**src/rtl/chipmunk_pkg.sv**
```systemverilog
`default_nettype none
// +----------------------------------------------------------------------+
// | chipmunk_pkg : shared loader state encodings and host status codes   |
// | rev 1.0                                                               |
// +----------------------------------------------------------------------+
package chipmunk_pkg;

   localparam logic [3:0] H_ALO  = 4'd0;
   localparam logic [3:0] H_AHI  = 4'd1;
   localparam logic [3:0] H_LLO  = 4'd2;
   localparam logic [3:0] H_LHI  = 4'd3;
   localparam logic [3:0] H_DLO  = 4'd4;
   localparam logic [3:0] H_DHI  = 4'd5;
   localparam logic [3:0] H_DLEN = 4'd6;
   localparam logic [3:0] LOAD   = 4'd7;
   localparam logic [3:0] RUN    = 4'd8;
   localparam logic [3:0] ST     = 4'd9;
   localparam logic [3:0] DUMP   = 4'd10;
   localparam logic [3:0] DRAIN  = 4'd11;

   localparam logic [7:0] ST_OK       = 8'h00;
   localparam logic [7:0] ST_TIMEOUT  = 8'h01;
   localparam logic [7:0] HALT_OPCODE = 8'h83;

endpackage
`default_nettype wire

```
**src/rtl/chipmunk_tx_reg.sv**
```systemverilog
`default_nettype none
// +----------------------------------------------------------------------+
// | chipmunk_tx_reg : 8-bit valid/ready output register                   |
// | rev 1.0                                                               |
// +----------------------------------------------------------------------+
module chipmunk_tx_reg (
   input  logic       clk,
   input  logic       reset,
   input  logic       load,
   input  logic [7:0] din,
   output logic       can_load,
   output logic [7:0] tx_data,
   output logic       tx_valid,
   input  logic       tx_ready
);

   logic       valid_q, valid_d;
   logic [7:0] data_q, data_d;

   always_comb begin
      can_load = !valid_q || tx_ready;
      valid_d  = valid_q;
      data_d   = data_q;
      if (load && can_load) begin
         valid_d = 1'b1;
         data_d  = din;
      end else if (tx_ready) begin
         valid_d = 1'b0;
      end
   end

   always_ff @(posedge clk or negedge reset) begin
      if (!reset) begin
         valid_q <= 1'b0;
         data_q  <= 8'h00;
      end else begin
         valid_q <= valid_d;
         data_q  <= data_d;
      end
   end

   assign tx_valid = valid_q;
   assign tx_data  = data_q;

endmodule
`default_nettype wire

```
**src/rtl/chipmunk_loader.sv**
```systemverilog
`default_nettype none
// +----------------------------------------------------------------------+
// | chipmunk_loader : host loader, CPU run supervisor and memory dumper   |
// | rev 1.0                                                               |
// +----------------------------------------------------------------------+
module chipmunk_loader
   import chipmunk_pkg::*;
#(
   parameter int ADDR_SIZE      = 12,
   parameter int TIMEOUT_CYCLES = 1048576
) (
   input  logic                 clk,
   input  logic                 reset,
   input  logic [7:0]           rx_data,
   input  logic                 rx_valid,
   output logic                 rx_ready,
   output logic [7:0]           tx_data,
   output logic                 tx_valid,
   input  logic                 tx_ready,
   output logic                 cpu_reset_n,
   output logic [ADDR_SIZE-1:0] cpu_start_pc,
   input  logic [ADDR_SIZE-1:0] cpu_addr,
   input  logic [7:0]           cpu_wdata,
   input  logic                 cpu_we_n,
   input  logic                 cpu_done,
   output logic [ADDR_SIZE-1:0] mem_addr,
   output logic [7:0]           mem_wdata,
   output logic                 mem_we_n,
   input  logic [7:0]           mem_rdata,
   output logic                 busy
);

   localparam int CW = $clog2(TIMEOUT_CYCLES + 1);
   localparam int HW = ADDR_SIZE - 8;

   logic [3:0]           state_q, state_d;
   logic [ADDR_SIZE-1:0] load_addr_q, load_addr_d;
   logic [ADDR_SIZE-1:0] dump_addr_q, dump_addr_d;
   logic [ADDR_SIZE-1:0] load_ptr_q, load_ptr_d;
   logic [ADDR_SIZE-1:0] dump_ptr_q, dump_ptr_d;
   logic [15:0]          len_q, len_d;
   logic [15:0]          remaining_q, remaining_d;
   logic [7:0]           dump_left_q, dump_left_d;
   logic [7:0]           status_q, status_d;
   logic [CW-1:0]        timer_q, timer_d;
   logic                 cpu_reset_n_q, cpu_reset_n_d;

   logic                 accept;
   logic                 tx_load;
   logic [7:0]           tx_din;
   logic                 tx_can_load;

   always_comb begin
      rx_ready    = reset && (state_q <= LOAD);
      accept      = rx_valid && rx_ready;
      state_d     = state_q;
      load_addr_d = load_addr_q;
      dump_addr_d = dump_addr_q;
      load_ptr_d  = load_ptr_q;
      dump_ptr_d  = dump_ptr_q;
      len_d       = len_q;
      remaining_d = remaining_q;
      dump_left_d = dump_left_q;
      status_d    = status_q;
      timer_d     = '0;
      tx_load     = 1'b0;
      tx_din      = mem_rdata;

      case (state_q)
         H_ALO: if (accept) begin
            load_addr_d[7:0] = rx_data;
            state_d          = H_AHI;
         end
         H_AHI: if (accept) begin
            load_addr_d[ADDR_SIZE-1:8] = rx_data[HW-1:0];
            state_d                    = H_LLO;
         end
         H_LLO: if (accept) begin
            len_d[7:0] = rx_data;
            state_d    = H_LHI;
         end
         H_LHI: if (accept) begin
            len_d[15:8] = rx_data;
            state_d     = H_DLO;
         end
         H_DLO: if (accept) begin
            dump_addr_d[7:0] = rx_data;
            state_d          = H_DHI;
         end
         H_DHI: if (accept) begin
            dump_addr_d[ADDR_SIZE-1:8] = rx_data[HW-1:0];
            state_d                    = H_DLEN;
         end
         H_DLEN: if (accept) begin
            dump_left_d = rx_data;
            load_ptr_d  = load_addr_q;
            dump_ptr_d  = dump_addr_q;
            remaining_d = len_q;
            state_d     = (len_q != 16'd0) ? LOAD : RUN;
         end
         LOAD: if (accept) begin
            load_ptr_d  = load_ptr_q + ADDR_SIZE'(1);
            remaining_d = remaining_q - 16'd1;
            if (remaining_q == 16'd1) state_d = RUN;
         end
         RUN: begin
            timer_d = timer_q + CW'(1);
            // done takes priority when it coincides with the last allowed cycle
            if (cpu_done) begin
               status_d = ST_OK;
               state_d  = ST;
            end else if (timer_q == CW'(TIMEOUT_CYCLES - 1)) begin
               status_d = ST_TIMEOUT;
               state_d  = ST;
            end
         end
         ST: begin
            tx_load = 1'b1;
            tx_din  = status_q;
            if (tx_can_load) state_d = (dump_left_q != 8'd0) ? DUMP : DRAIN;
         end
         DUMP: begin
            tx_load = 1'b1;
            if (tx_can_load) begin
               dump_ptr_d  = dump_ptr_q + ADDR_SIZE'(1);
               dump_left_d = dump_left_q - 8'd1;
               if (dump_left_q == 8'd1) state_d = DRAIN;
            end
         end
         DRAIN: if (!tx_valid || tx_ready) state_d = H_ALO;
         default: state_d = H_ALO;
      endcase

      cpu_reset_n_d = (state_d == RUN);
   end

   // Bus ownership follows the registered state so the mux never glitches
   always_comb begin
      mem_addr  = load_ptr_q;
      mem_wdata = rx_data;
      mem_we_n  = 1'b1;
      case (state_q)
         LOAD: mem_we_n = !(accept && !clk);
         RUN: begin
            mem_addr  = cpu_addr;
            mem_wdata = cpu_wdata;
            mem_we_n  = cpu_we_n;
         end
         DUMP: mem_addr = dump_ptr_q;
         default: ;
      endcase
   end

   always_ff @(posedge clk or negedge reset) begin
      if (!reset) begin
         state_q       <= H_ALO;
         load_addr_q   <= '0;
         dump_addr_q   <= '0;
         load_ptr_q    <= '0;
         dump_ptr_q    <= '0;
         len_q         <= '0;
         remaining_q   <= '0;
         dump_left_q   <= '0;
         status_q      <= '0;
         timer_q       <= '0;
         cpu_reset_n_q <= 1'b0;
      end else begin
         state_q       <= state_d;
         load_addr_q   <= load_addr_d;
         dump_addr_q   <= dump_addr_d;
         load_ptr_q    <= load_ptr_d;
         dump_ptr_q    <= dump_ptr_d;
         len_q         <= len_d;
         remaining_q   <= remaining_d;
         dump_left_q   <= dump_left_d;
         status_q      <= status_d;
         timer_q       <= timer_d;
         cpu_reset_n_q <= cpu_reset_n_d;
      end
   end

   chipmunk_tx_reg u_tx_reg (
      .clk      (clk),
      .reset    (reset),
      .load     (tx_load),
      .din      (tx_din),
      .can_load (tx_can_load),
      .tx_data  (tx_data),
      .tx_valid (tx_valid),
      .tx_ready (tx_ready)
   );

   assign cpu_reset_n  = cpu_reset_n_q;
   assign cpu_start_pc = load_addr_q;
   assign busy         = (state_q != H_ALO);

endmodule
`default_nettype wire
```
**config.mk**
```make
export PLATFORM = sky130hd
export DESIGN_NAME = chipmunk_loader
export DESIGN_NICKNAME = d
export VERILOG_FILES = /design/src/rtl/chipmunk_pkg.sv /design/src/rtl/chipmunk_tx_reg.sv /design/src/rtl/chipmunk_loader.sv
export SDC_FILE = /design/constraint.sdc
export NUM_CORES = 1
export LEC_CHECK = 0
export ABC_CLOCK_PERIOD_IN_PS = 2150
export CAP_MARGIN = 20
export CORE_UTILIZATION = 46
export CTS_CLUSTER_DIAMETER = 150
export DETAILED_ROUTE_END_ITERATION = 8
export PLACE_DENSITY = 0.78
export RECOVER_POWER = 50
export SLEW_MARGIN = 40
export SYNTH_ARGS = -nofsm -noshare
export SYNTH_HDL_FRONTEND = slang
export SYNTH_SLANG_ARGS = --single-unit
```
**constraint.sdc**
```tcl
create_clock -name clk -period 2.15 [get_ports clk]
set_input_delay 0.645 -clock clk [delete_from_list [all_inputs] [get_ports clk]]
set_output_delay 0.645 -clock clk [all_outputs]
set_load 0.03 [all_outputs]
```
# Word level (Yosys, flattened, before mapping)
# Index checks and enable logic that the tools add are counted.
[classes] n_eq_ne=18 n_addsub=5 reduce_logical=26 magnitude_cmp=1 n_mux=40
[ops] cell="one-hot mux 12 bit (2 select lines)" count=3
[ops] cell="two-way mux 4 bit" count=16
[ops] cell="two-way mux 12 bit" count=4
[ops] cell="two-way mux 8 bit" count=6
[ops] cell="one-hot mux 4 bit (12 select lines)" count=1
[ops] cell="two-way mux 16 bit" count=2
[ops] cell="one-hot mux 16 bit (2 select lines)" count=1
[ops] cell="adder 12 x 1 -> 12 bit (second input constant)" count=2
[ops] cell="adder 21 x 1 -> 21 bit (second input constant)" count=1
[ops] cell="equality test 21 x 20 -> 1 bit (second input constant)" count=1
[ops] cell="two-way mux 21 bit" count=1
[ops] cell="equality test 4 bit (second input constant)" count=5
[ops] cell="equality test 16 x 1 -> 1 bit (second input constant)" count=1
[ops] cell="equality test 4 x 3 -> 1 bit (second input constant)" count=4
[ops] cell="one-hot mux 8 bit (2 select lines)" count=1
[ops] cell="nonzero test 16 bit" count=1
[ops] cell="subtractor 16 x 1 -> 16 bit (second input constant)" count=1
[ops] cell="AND reduction 2 bit" count=7
[ops] cell="equality test 4 x 2 -> 1 bit (second input constant)" count=2
[ops] cell="equality test 8 x 1 -> 1 bit (second input constant)" count=1
[ops] cell="nonzero test 2 bit" count=4
[ops] cell="nonzero test 8 bit" count=1
[ops] cell="subtractor 8 x 1 -> 8 bit (second input constant)" count=1
[ops] cell="!= test 2 bit (second input constant)" count=3
[ops] cell="11 further kinds" count=20
[totals] input_bits=42 register_bits=131 wordCells=106 output_inout_bits=45

# Depth between registers and ports, before layout
[logic_depth] depth_word=6 mapped_depth=8

# Hierarchy
# Synthesis repeated with hierarchy kept, for this count alone.
[hier_totals] cells_unflattened=713 area_unflattened_um2=6691.4
[by_module_without_submodules] module="chipmunk_loader" cells_per_inst=693 area_each_um2=6306.0 instances=1
[by_module_without_submodules] module="chipmunk_tx_reg" cells_per_inst=20 area_each_um2=385.4 instances=1

==> run_results.csv <==
group,metric,value,unit
timing,relSlewSlack,0.4690,
floorplanning,io_pins,87,
timing,setup_viol,39,
floorplanning,initial_utilization,0.4731,
floorplanning,rows,43,
final_layout,drive_gt1_frac,0.2347,
yosys,muxShareOfSynthArea,0.1032,
floorplanning,die_area,0.01481,mm2
yosys,synth_ff_type,"dfrtp_1",
floorplanning,die_x,121.7,um
detailed_routing,post_drt_wl_per_cell,18.88,um
power_and_ir_drop,powerDensity,1258,mW/mm2
clock_tree,clk_pin_slew,50,ps
placed_design,io_buffers,86,
yosys,synth_compound_area_frac,0.1630,
yosys,yosys.area_share.simple,0.1961,
final_layout,antenna_cells,0,
critical_path,critical_path_class,"register to output port",
clock_tree,cts_tree,"yes",
placed_design,place.gp.congestion,0.9188,
global_route,grt-ovfl-total,0,
yosys,yosys.area.top_type,"dfrtp_1",
yosys,synth_most_common_cell,"dfrtp_1",
final_layout,nFillCells,1048,
detailed_routing,via_count,6244,
timing,post-route-period-util,1.320,
run_status,outcome,"complete, but fails checks",
timing,tightestPinTransition,796.5,ps
timing,min_period,2838,ps
yosys,yosys_warnings,0,
critical_path,critical_path.max_fanout,6,
placed_design,post-place-ws,-624.1,ps
global_route,first_global_vias,6160,
timing,fin_ws,-688.0,ps
yosys,synth_top_family_by_area,"simple AND/OR/NAND/NOR gates",
yosys,ys_types,60,
yosys,synthArstFlopShare,1.000,
critical_path,startpoint_type,"register",
yosys,netlist_top_cells_count,"124 x dfrtp_1, 85 x a21oi_1, 80 x nor2_1",
yosys,ys_seq_area_frac,0.4707,
yosys,synth-edff-count,0,
detailed_routing,drtIter0Drc,483,
placed_design,hpwl,13200,um
yosys,syn_inst,700,
worst_hold_path,hp-class,"input pin to asynchronous set/reset pin",
yosys,synthTopCellsByArea,"dfrtp_1 47%, mux2_2 8.2%, a21oi_1 6.5%",
global_route,antenna_found_initial,0,
power_and_ir_drop,leakage,3.858,nW
final_layout,fin_util,0.6394,
timing,rsz0062_at_grt,"yes",
yosys,synthAdderAreaFrac,0.01518,
power_and_ir_drop,vdd_drop_max,969.8,uV
timing,max_freq,0.3524,GHz
detailed_routing,ant_nets,0,
global_route,grt_use_total,0.2760,
floorplanning,die_y,121.7,um
run_status,violations,"negative setup slack",
timing,hold_viol_final,0,
detailed_routing,routed_wl,19410,um
global_route,grt_pass1_wl,30770,um
detailed_routing,drc,0,
detailed_routing,first_pass_iters,6,
yosys,synth_top_area_share,0.4707,
global_route,grt_max_degree,62,
critical_path,arrival,2190,ps
yosys,avgSynthCellArea,9.418,um2
timing,fin_setup_tns,-12670,ps
yosys,syn-num-nets,750,
timing,slew_violations,0,
yosys,syn_area,0.006593,mm2
critical_path,crit_required,1500,ps
clock_tree,clk_latency,540,ps
detailed_routing,vias_per_cell,6.074,
timing,fin_skew,8.769,ps
power_and_ir_drop,finalPower,11.21,mW
flow_run,maxCapViolCount,0,
final_layout,num-nets-final,885,
floorplanning,core_area,0.01393,mm2
critical_path,cp-end-kind,"output port",
yosys,synth_xor_area_frac,0.02258,
yosys,ys_ff_latch,124,
final_layout,syn2layout_area_growth,35.15,%
[stage by stage]
stage	hold WS, ps	instances	area (um2)
global route	331.7	1028	8910
detailed placement	464.8	982	8029
floorplan	349.4	700	6723
global placement	451.1	982	8029
CTS	40.16	1019	8748
finish	285.3	1028	8910
[worst paths after layout]
path / from / to / slack, ps / depth (start not counted)
min in group clk: u_tx_reg.tx_data[5] / u_tx_reg.tx_data[5] / 460 / 2
worst max-delay path: state_q[0] / mem_wdata[4] / -690 / 4
max in group asynchronous: reset / len_q[12] / 140 / 4
worst min-delay path: reset / dump_left_q[7] / 290 / 2
worst min register to register: u_tx_reg.tx_data[5] / u_tx_reg.tx_data[5] / 460 / 2
worst max register to register: state_q[3] / dump_left_q[6] / -120 / 10
[final cells by class]
cell class                 count  area, um2  share of cell area
tap                          180      225.2             0.02528
sequential                   124       3103              0.3483
clock inverter                 9      108.9             0.01222
clock buffer                  27      590.6             0.06628
multi-input combinational    528       3425              0.3844
timing repair buffer         148       1413              0.1585
inverter                      12      45.04            0.005055
[worst max-delay path: stages (launching register included)]
cell and delay [ps]:
dfrtp_1 370, or4b_4 660, buf_6 180, mux2_4 310, buf_6 140
[state kept, by name, summed over array words and instances, names as in the netlist, 8 cells and up]
| register | cells |
|---|---|
| dump_left_q | 8 |
| timer_q | 21 |
| cpu_start_pc | 12 |
| len_q | 16 |
| remaining_q | 16 |
| u_tx_reg.tx_data | 8 |
| load_ptr_q | 12 |
| dump_ptr_q | 12 |
| dump_addr_q | 12 |
[routing by layer]
layer / vias to the layer above / wire length [um] / global-route usage
met4: 0 / 648 / 0.1265
met5: - / 0 / 0
met3: 51 / 1434 / 0.07537
li1: 2825 / - / -
met1: 3068 / 8012 / 0.3459
met2: 300 / 9315 / 0.4435
[kinds of logic after synthesis]
group | Yosys count
AOI/OAI and AO/OA | 184
xor gates and xnor gates | 17
adders and majority gates | 8
buffers and inverters | 48
DFF | 124
muxes | 62
and+or+nand+nor | 257
[cells in the final DEF, fill, tap and decap left out, drive strengths merged, types with 4 or more instances in the layout]
master and instances:
inv 12, clkdlybuf4s50 40, nand2b 9, o21ai 43, clkinvlp 4, nand2 55
a31oi 5, mux2 48, ha 8, xnor2 5, o32ai 4, dlygate4sd2 22
nand4 15, o22ai 15, dfrtp 124, o22a 5, and4 5, or3 8
buf 80, nor2b 7, mux2i 14, nor3 12, clkbuf 33, a21oi 86
xor2 12, nor4 6, nand3 35, and3 7, nor2 80
[power breakdown]
group	internal [mW]	switching, mW
clock network	2.13	1.12
logic	1.67	2.19
registers	3.17	0.922
[repair_timing]
item                                    in CTS  in global routing
pin swaps                                    2                  2
hold buffers                                 0                  0
gates cloned                                 0                  2
endpoints found under the setup margin      46                 30
buffers inserted                             2                  7
resized for setup                           49                 20
No activity file was read; power rests on OpenSTA's default activity.
